File: src/rtl/dma_arb_pkg.sv
// ---------------------------------------------------------------------------
// dma_arb_pkg
// Shared types and constants for the DMA channel arbiter.
//   dma_arb_state_e  : arbiter FSM states (IDLE, RD, WR, RSP)
//   DMA_RW_READ/WRITE: per-channel direction encoding on ch_rw
//   DMA_TIMEOUT_DATA : read data returned on a watchdog abort
// ---------------------------------------------------------------------------
package dma_arb_pkg;

   typedef enum logic [1:0] {
      IDLE = 2'd0,
      RD   = 2'd1,
      WR   = 2'd2,
      RSP  = 2'd3
   } dma_arb_state_e;

   localparam logic        DMA_RW_READ      = 1'b0;
   localparam logic        DMA_RW_WRITE     = 1'b1;
   localparam logic [31:0] DMA_TIMEOUT_DATA = 32'hDEAD_BEEF;

endpackage : dma_arb_pkg

File: src/rtl/dma_rr_picker.sv
// ---------------------------------------------------------------------------
// dma_rr_picker
// Combinational round-robin picker. Returns the first set request bit found
// searching upward from ptr_i+1, wrapping modulo NUM_CH, so the channel at
// ptr_i itself has the lowest priority.
// Ports:
//   req_i  : request vector
//   ptr_i  : index of the last winner
//   gnt_o  : one-hot winner (all zero when no request)
//   idx_o  : winner index (0 when no request)
//   any_o  : at least one request is present
// ---------------------------------------------------------------------------
module dma_rr_picker #(
   parameter int unsigned  NUM_CH = 4,
   localparam int unsigned IDX_W  = $clog2(NUM_CH)
) (
   input  logic [NUM_CH-1:0] req_i,
   input  logic [IDX_W-1:0]  ptr_i,
   output logic [NUM_CH-1:0] gnt_o,
   output logic [IDX_W-1:0]  idx_o,
   output logic              any_o
);

   logic [IDX_W-1:0] cand;
   logic             found;

   // NOTE: every variable written in this block gets a default first, so no
   // path leaves one unassigned and no latch is inferred.
   always_comb begin
      gnt_o = '0;
      idx_o = '0;
      found = 1'b0;
      cand  = '0;
      for (int k = 1; k <= NUM_CH; k++) begin
         cand = IDX_W'((int'(ptr_i) + k) % NUM_CH);
         if (!found && req_i[cand]) begin
            found        = 1'b1;
            gnt_o[cand]  = 1'b1;
            idx_o        = cand;
         end
      end
   end

   assign any_o = |req_i;

endmodule : dma_rr_picker

File: src/rtl/dma_chan_arbiter.sv
// ---------------------------------------------------------------------------
// dma_chan_arbiter
// Round-robin scheduler sharing the engine's single-beat read/write port
// between NUM_CH DMA channels, one transaction outstanding at a time.
// The winner's address/data/direction are latched at grant, so channel
// inputs may change freely once granted.
//
// Optional feature: define DMA_ARB_TIMEOUT_EN to enable a watchdog that
// aborts a transaction after TIMEOUT_CYC cycles in RD/WR, completing it with
// ch_err=1 and ch_rdata=DMA_TIMEOUT_DATA. Without it ch_err is tied 0.
//
// Ports:
//   ACLK, ARESETn         : clock, synchronous active-low reset
//   ch_req/ch_rw          : per-channel request and direction (1 = write)
//   ch_addr/ch_wdata      : flattened 32-bit fields, channel i at [32*i+:32]
//   ch_gnt/ch_done        : one-hot ownership / one-cycle completion pulse
//   ch_rdata/ch_err       : read data and abort flag, valid with ch_done
//   R_req/AR_ADDR/R_DATA/R_valid          : engine read port
//   W_req/AW_ADDR/W_DATA/W_done           : engine write port
// ---------------------------------------------------------------------------
module dma_chan_arbiter
   import dma_arb_pkg::*;
#(
   parameter int unsigned NUM_CH      = 4,
   parameter int unsigned TIMEOUT_CYC = 1024
) (
   input  logic                 ACLK,
   input  logic                 ARESETn,
   input  logic [NUM_CH-1:0]    ch_req,
   input  logic [NUM_CH-1:0]    ch_rw,
   input  logic [NUM_CH*32-1:0] ch_addr,
   input  logic [NUM_CH*32-1:0] ch_wdata,
   output logic [NUM_CH-1:0]    ch_gnt,
   output logic [NUM_CH-1:0]    ch_done,
   output logic [31:0]          ch_rdata,
   output logic                 ch_err,
   output logic                 R_req,
   output logic [31:0]          AR_ADDR,
   input  logic [31:0]          R_DATA,
   input  logic                 R_valid,
   output logic                 W_req,
   output logic [31:0]          AW_ADDR,
   output logic [31:0]          W_DATA,
   input  logic                 W_done
);

   localparam int unsigned IDX_W = $clog2(NUM_CH);

   if (NUM_CH < 2 || NUM_CH > 8) begin : g_bad_num_ch
      $error("dma_chan_arbiter: NUM_CH must be in 2..8");
   end
   if (TIMEOUT_CYC < 2) begin : g_bad_timeout
      $error("dma_chan_arbiter: TIMEOUT_CYC must be at least 2");
   end

   dma_arb_state_e    state_q,  state_d;
   logic [IDX_W-1:0]  rr_ptr_q, rr_ptr_d;
   logic [NUM_CH-1:0] gnt_q,    gnt_d;
   logic [31:0]       addr_q,   addr_d;
   logic [31:0]       wdata_q,  wdata_d;
   logic [31:0]       rdata_q,  rdata_d;

   logic [NUM_CH-1:0] pick_gnt;
   logic [IDX_W-1:0]  pick_idx;
   logic              pick_any;
   logic              timeout_abort;

   // Unpacked views of the flattened channel buses for indexed access.
   logic [31:0] ch_addr_a  [NUM_CH];
   logic [31:0] ch_wdata_a [NUM_CH];

   for (genvar i = 0; i < NUM_CH; i++) begin : g_unpack
      assign ch_addr_a[i]  = ch_addr[32*i +: 32];
      assign ch_wdata_a[i] = ch_wdata[32*i +: 32];
   end

   dma_rr_picker #(
      .NUM_CH (NUM_CH)
   ) u_picker (
      .req_i (ch_req),
      .ptr_i (rr_ptr_q),
      .gnt_o (pick_gnt),
      .idx_o (pick_idx),
      .any_o (pick_any)
   );

`ifdef DMA_ARB_TIMEOUT_EN
   localparam int unsigned CNT_W = $clog2(TIMEOUT_CYC);

   logic [CNT_W-1:0] cnt_q;
   logic             err_q;
   logic             cnt_expired;

   assign cnt_expired = (cnt_q == CNT_W'(TIMEOUT_CYC - 1));

   // A response arriving in the expiry cycle wins over the abort.
   assign timeout_abort = cnt_expired &&
                          (((state_q == RD) && !R_valid) ||
                           ((state_q == WR) && !W_done));

   // RD/WR are only entered from IDLE, so clearing outside RD/WR is the
   // same as clearing on entry.
   always_ff @(posedge ACLK) begin
      if (!ARESETn) begin
         cnt_q <= '0;
         err_q <= 1'b0;
      end else begin
         if ((state_q == RD) || (state_q == WR)) cnt_q <= cnt_q + 1'b1;
         else                                    cnt_q <= '0;
         // High exactly in the RSP cycle that follows an abort.
         err_q <= timeout_abort;
      end
   end

   assign ch_err = err_q;
`else
   assign timeout_abort = 1'b0;
   assign ch_err        = 1'b0;
`endif

   always_comb begin
      state_d  = state_q;
      rr_ptr_d = rr_ptr_q;
      gnt_d    = gnt_q;
      addr_d   = addr_q;
      wdata_d  = wdata_q;
      rdata_d  = rdata_q;
      unique case (state_q)
         IDLE: begin
            if (pick_any) begin
               gnt_d    = pick_gnt;
               rr_ptr_d = pick_idx;
               addr_d   = ch_addr_a[pick_idx];
               wdata_d  = ch_wdata_a[pick_idx];
               state_d  = (ch_rw[pick_idx] == DMA_RW_WRITE) ? WR : RD;
            end
         end
         RD: begin
            if (R_valid) begin
               rdata_d = R_DATA;
               state_d = RSP;
            end else if (timeout_abort) begin
               rdata_d = DMA_TIMEOUT_DATA;
               state_d = RSP;
            end
         end
         WR: begin
            if (W_done) begin
               state_d = RSP;
            end else if (timeout_abort) begin
               rdata_d = DMA_TIMEOUT_DATA;
               state_d = RSP;
            end
         end
         RSP: begin
            gnt_d   = '0;
            state_d = IDLE;
         end
         default: state_d = IDLE;
      endcase
   end

   // NOTE: sequential state uses non-blocking assignments so every register
   // samples the pre-edge values regardless of statement order.
   always_ff @(posedge ACLK) begin
      if (!ARESETn) begin
         state_q  <= IDLE;
         rr_ptr_q <= IDX_W'(NUM_CH - 1);
         gnt_q    <= '0;
         // NOTE: the data registers are reset too because they drive outputs
         // that must read zero straight out of reset.
         addr_q   <= '0;
         wdata_q  <= '0;
         rdata_q  <= '0;
      end else begin
         state_q  <= state_d;
         rr_ptr_q <= rr_ptr_d;
         gnt_q    <= gnt_d;
         addr_q   <= addr_d;
         wdata_q  <= wdata_d;
         rdata_q  <= rdata_d;
      end
   end

   assign ch_gnt   = gnt_q;
   assign ch_done  = (state_q == RSP) ? gnt_q : '0;
   assign ch_rdata = rdata_q;
   assign R_req    = (state_q == RD);
   assign W_req    = (state_q == WR);
   assign AR_ADDR  = addr_q;
   assign AW_ADDR  = addr_q;
   assign W_DATA   = wdata_q;

endmodule : dma_chan_arbiter

File: config.mk
export PLATFORM = sky130hd
export DESIGN_NAME = dma_chan_arbiter
export DESIGN_NICKNAME = d
export VERILOG_FILES = /design/src/rtl/dma_arb_pkg.sv /design/src/rtl/dma_rr_picker.sv /design/src/rtl/dma_chan_arbiter.sv
export SDC_FILE = /design/constraint.sdc
export NUM_CORES = 1
export LEC_CHECK = 0
export ABC_AREA = 0
export BUFFER_PORTS_ARGS = -buffer_cell sky130_fd_sc_hd__buf_2
export CAP_MARGIN = 15
export CORE_AREA = 2 2 168 170
export CTS_CLUSTER_SIZE = 14
export DETAILED_ROUTE_END_ITERATION = 12
export DIE_AREA = 0 0 170 172
export SYNTH_ARGS = -nofsm -noshare
export SYNTH_HDL_FRONTEND = slang
export SYNTH_SLANG_ARGS = --single-unit
File: constraint.sdc
create_clock -name ACLK -period 3.11 [get_ports ACLK]
set_input_delay 0.1555 -clock ACLK [delete_from_list [all_inputs] [get_ports ACLK]]
set_output_delay 0.1555 -clock ACLK [all_outputs]
set_load 0.05 [all_outputs]
==> reports/results.tsv <==
metric	value	unit
status	complete, no violations	
grt_setup_unrepaired	false	
worstPathMaxFanout	22	
nets	1342	
cp_cell_sequence	inv_1, ha_1, mux4_1, o32ai_1, a32oi_4, buf_12, buf_12, mux2i_2, o221ai_1	
overflow	0	
crit_path_start_kind	flip-flop	
clock_latency	0.35	ns
finalHoldViolCount	0	
pwr-share-seq	0.188	
rr_worst_depth	9	
syn-num-nets	949	
crit_type	reg2reg	
grt_max_degree	45	
layout-drive-gt1-share	0.475	
dr.pass1.iters	4	
clockBufferDepth	2	
cp-endpoint	AR_ADDR[9]	
setup_viol	0	
rr_startpoint	rr_ptr_q[0]	
final_common_cell	buf_2	
slew_viol_final	0	
viasPerCell	4.59	
stdcell_count	1382	
drt_wl_total	23800	microns
switching_power	5080	uW
initial_core_util	0.221	
grt_usage	0.147	
cts_sinks	104	
path_clk_slew	0.08	ns
switching_share	0.501	
portBuffers	437	
power.internal	5060	uW
synthCells	636	
num_vias	6345	
timing.rr.end	AR_ADDR[9]	
die_h	172	microns
startpoint	rr_ptr_q[0]	
dp_cells	1362	
post-route-util	0.313	
tns	0	ns
antenna_found_initial	1	
drv_cap	0	
avgSynthCellArea	9.55	sq um
tritoncts	done	
cellPowerDensity	1180	nW/um^2
worst_ep_arrival_time	3.14	ns
skew	0.0110	ns
hold_class	in2reg	
power_frac_comb	0.690	
drtAntennaViolNets	0	
crit_top_cell	buf_12	
syn2layout_area_growth	41.4	%
yosys_warnings	0	
ys_ff_latch	104	
regToRegSetupSlack	0.18	ns
power_frac_clock	0.122	
drtIter0Drc	241	
layout_worst_path_cycle_share	0.942	
ys_seq_area_frac	0.343	
post_drt_wl_per_cell	17.3	microns
required	3.32	ns
yosysUniqueCellTypes	42	
grt_first_pass_wirelength	33000	microns
irDropWorstVdd	0.000524	V
critPathSlowestCell	mux4_1	
relSlewSlack	0.620	
core_area	27500	sq um
cts-hold-fix-buffers	0	
netlist_area	6070	sq um
worst_pin_slew	0.570	ns
cts_htree_levels	3	
fin_area	8590	sq um
place_hpwl	18400	microns
max_freq	0.341	GHz
leakage	0.00430	uW
die-area	29200	sq um
ios	439	
final_cell_mix	437 x buf_2, 136 x nand2_1, 131 x mux2i_1, 104 x dfxtp_1, 64 x o221ai_1	
die_x	170	microns
cpPeakStageDelay	0.61	ns
cts_made_buffers	9	
layout_min_cycle_time	2.93	ns
critPathCaptureType	flip-flop	
place.gp.congestion	0.778	
placed_area	8240	sq um
drc	0	
num_rows	61	
root_buffer	clkbuf_16	
first_global_vias	5989	
-- per-stage QoR --
| stage | hold WS, ns | total power (uW) | setup WS [ns] |
|---|---|---|---|
| 2_1_floorplan | 0.244 | 7980 | 0.192 |
| 3_3_place_gp | 0.396 | 8740 | 0.179 |
| 3_5_place_dp | 0.401 | 8830 | 0.150 |
| 4_1_cts | 0.0126 | 10100 | 0.123 |
| 5_1_grt | 0.0270 | 10800 | 0.00355 |
| 6_report | 0.0342 | 10100 | 0.182 |
-- power groups by stage --
stage	logic, uW	registers, uW	clock network (uW)
2_1_floorplan	5010	2970	0
3_3_place_gp	6810	1920	0
3_5_place_dp	6900	1940	0
4_1_cts	6920	1910	1290
5_1_grt	7470	1940	1340
6_report	7000	1910	1240
-- sequential cells by signal (all words and copies together), names as in the netlist --
register	flops
state_q	2
AR_ADDR	32
ch_gnt	4
W_DATA	32
ch_rdata	32
rr_ptr_q	2
-- final cells by class --
type	count	area, sq um
fill	2943	18900
multi-input combinational	442	3280
sequential	104	2080
clock buffer	11	243
timing repair buffer	463	2450
antenna	2	5.00
clock inverter	5	65.1
inverter	9	33.8
tap	346	433
-- how the worst min path moves through the flow --
stage / startpoint / end / slack [ns] / cells past startpoint
global placement: R_DATA[25] / ch_rdata[25] / 0.40 / 3
CTS: R_DATA[19] / ch_rdata[19] / 0.01 / 3
finish: R_DATA[3] / ch_rdata[3] / 0.03 / 3
global route: R_DATA[30] / ch_rdata[30] / 0.03 / 3
detailed placement: R_DATA[19] / ch_rdata[19] / 0.40 / 3
floorplan: ARESETn / rr_ptr_q[0] / 0.24 / 1
-- synth_stat cells --
library cell	number	area, sq um
mux2i_1	132	1320
nor2b_4	1	13.8
o21ai_0	1	5.00
buf_6	10	113
o31ai_1	1	7.51
o31a_1	1	8.76
nand3b_1	1	7.51
or3_1	1	6.26
nand2b_1	5	31.3
a22oi_1	12	90.1
nor2_1	8	30.0
a32o_1	1	10.0
o22ai_2	2	25.0
nand3_1	1	5.00
bufbuf_8	1	18.8
nand2_1	136	510
mux2_2	1	11.3
buf_12	12	240
a31o_4	1	17.5
nor4b_1	1	8.76
o21ai_1	5	25.0
ha_1	13	163
nor4bb_1	1	10.0
and2_1	5	31.3
a222oi_1	1	10.0
conb_1	1	3.75
buf_4	34	255
o211ai_1	3	22.5
nor3_2	1	10.0
mux4_2	2	45.0
clkbuf_1	23	86.3
nor4_1	1	6.26
a21oi_1	33	165
buf_2	1	5.00
o21a_1	1	7.51
a32oi_2	1	16.3
inv_1	9	33.8
dfxtp_1	104	2080
o221ai_1	64	561
o32ai_1	2	17.5
mux4_1	1	26.3
o221a_1	1	11.3
-- per-layer routing --
layer | track usage | part of all wire
met3 | 0.0348 | 0.069
met1 | 0.177 | 0.41
met4 | 0.0398 | 0.012
met5 | 0 | 0
met2 | 0.261 | 0.50
-- cell families after synthesis --
kind of cell / synth area share
AOI/OAI and AO/OA: 0.165
adders and majority gates: 0.0268
buffers and inverters: 0.124
DFF: 0.343
muxes: 0.231
other: 0.000617
and+or+nand+nor: 0.110
-- worst max-delay path: cells and delay by family (launching register included) --
kind	cells	cell delay (ns)
AO/OA/AOI/OAI	3	0.73
adder cells (fa/ha/maj)	1	0.41
buffers and inverters	3	0.48
multiplexers	2	0.84
flip-flops	1	0.34
-- what timing repair did --
action                     4_1_cts  5_1_grt
setup buffers                    0        1
gates resized for setup          0        1
setup endpoints to repair        0        3
No activity file was read; power rests on OpenSTA's default activity.
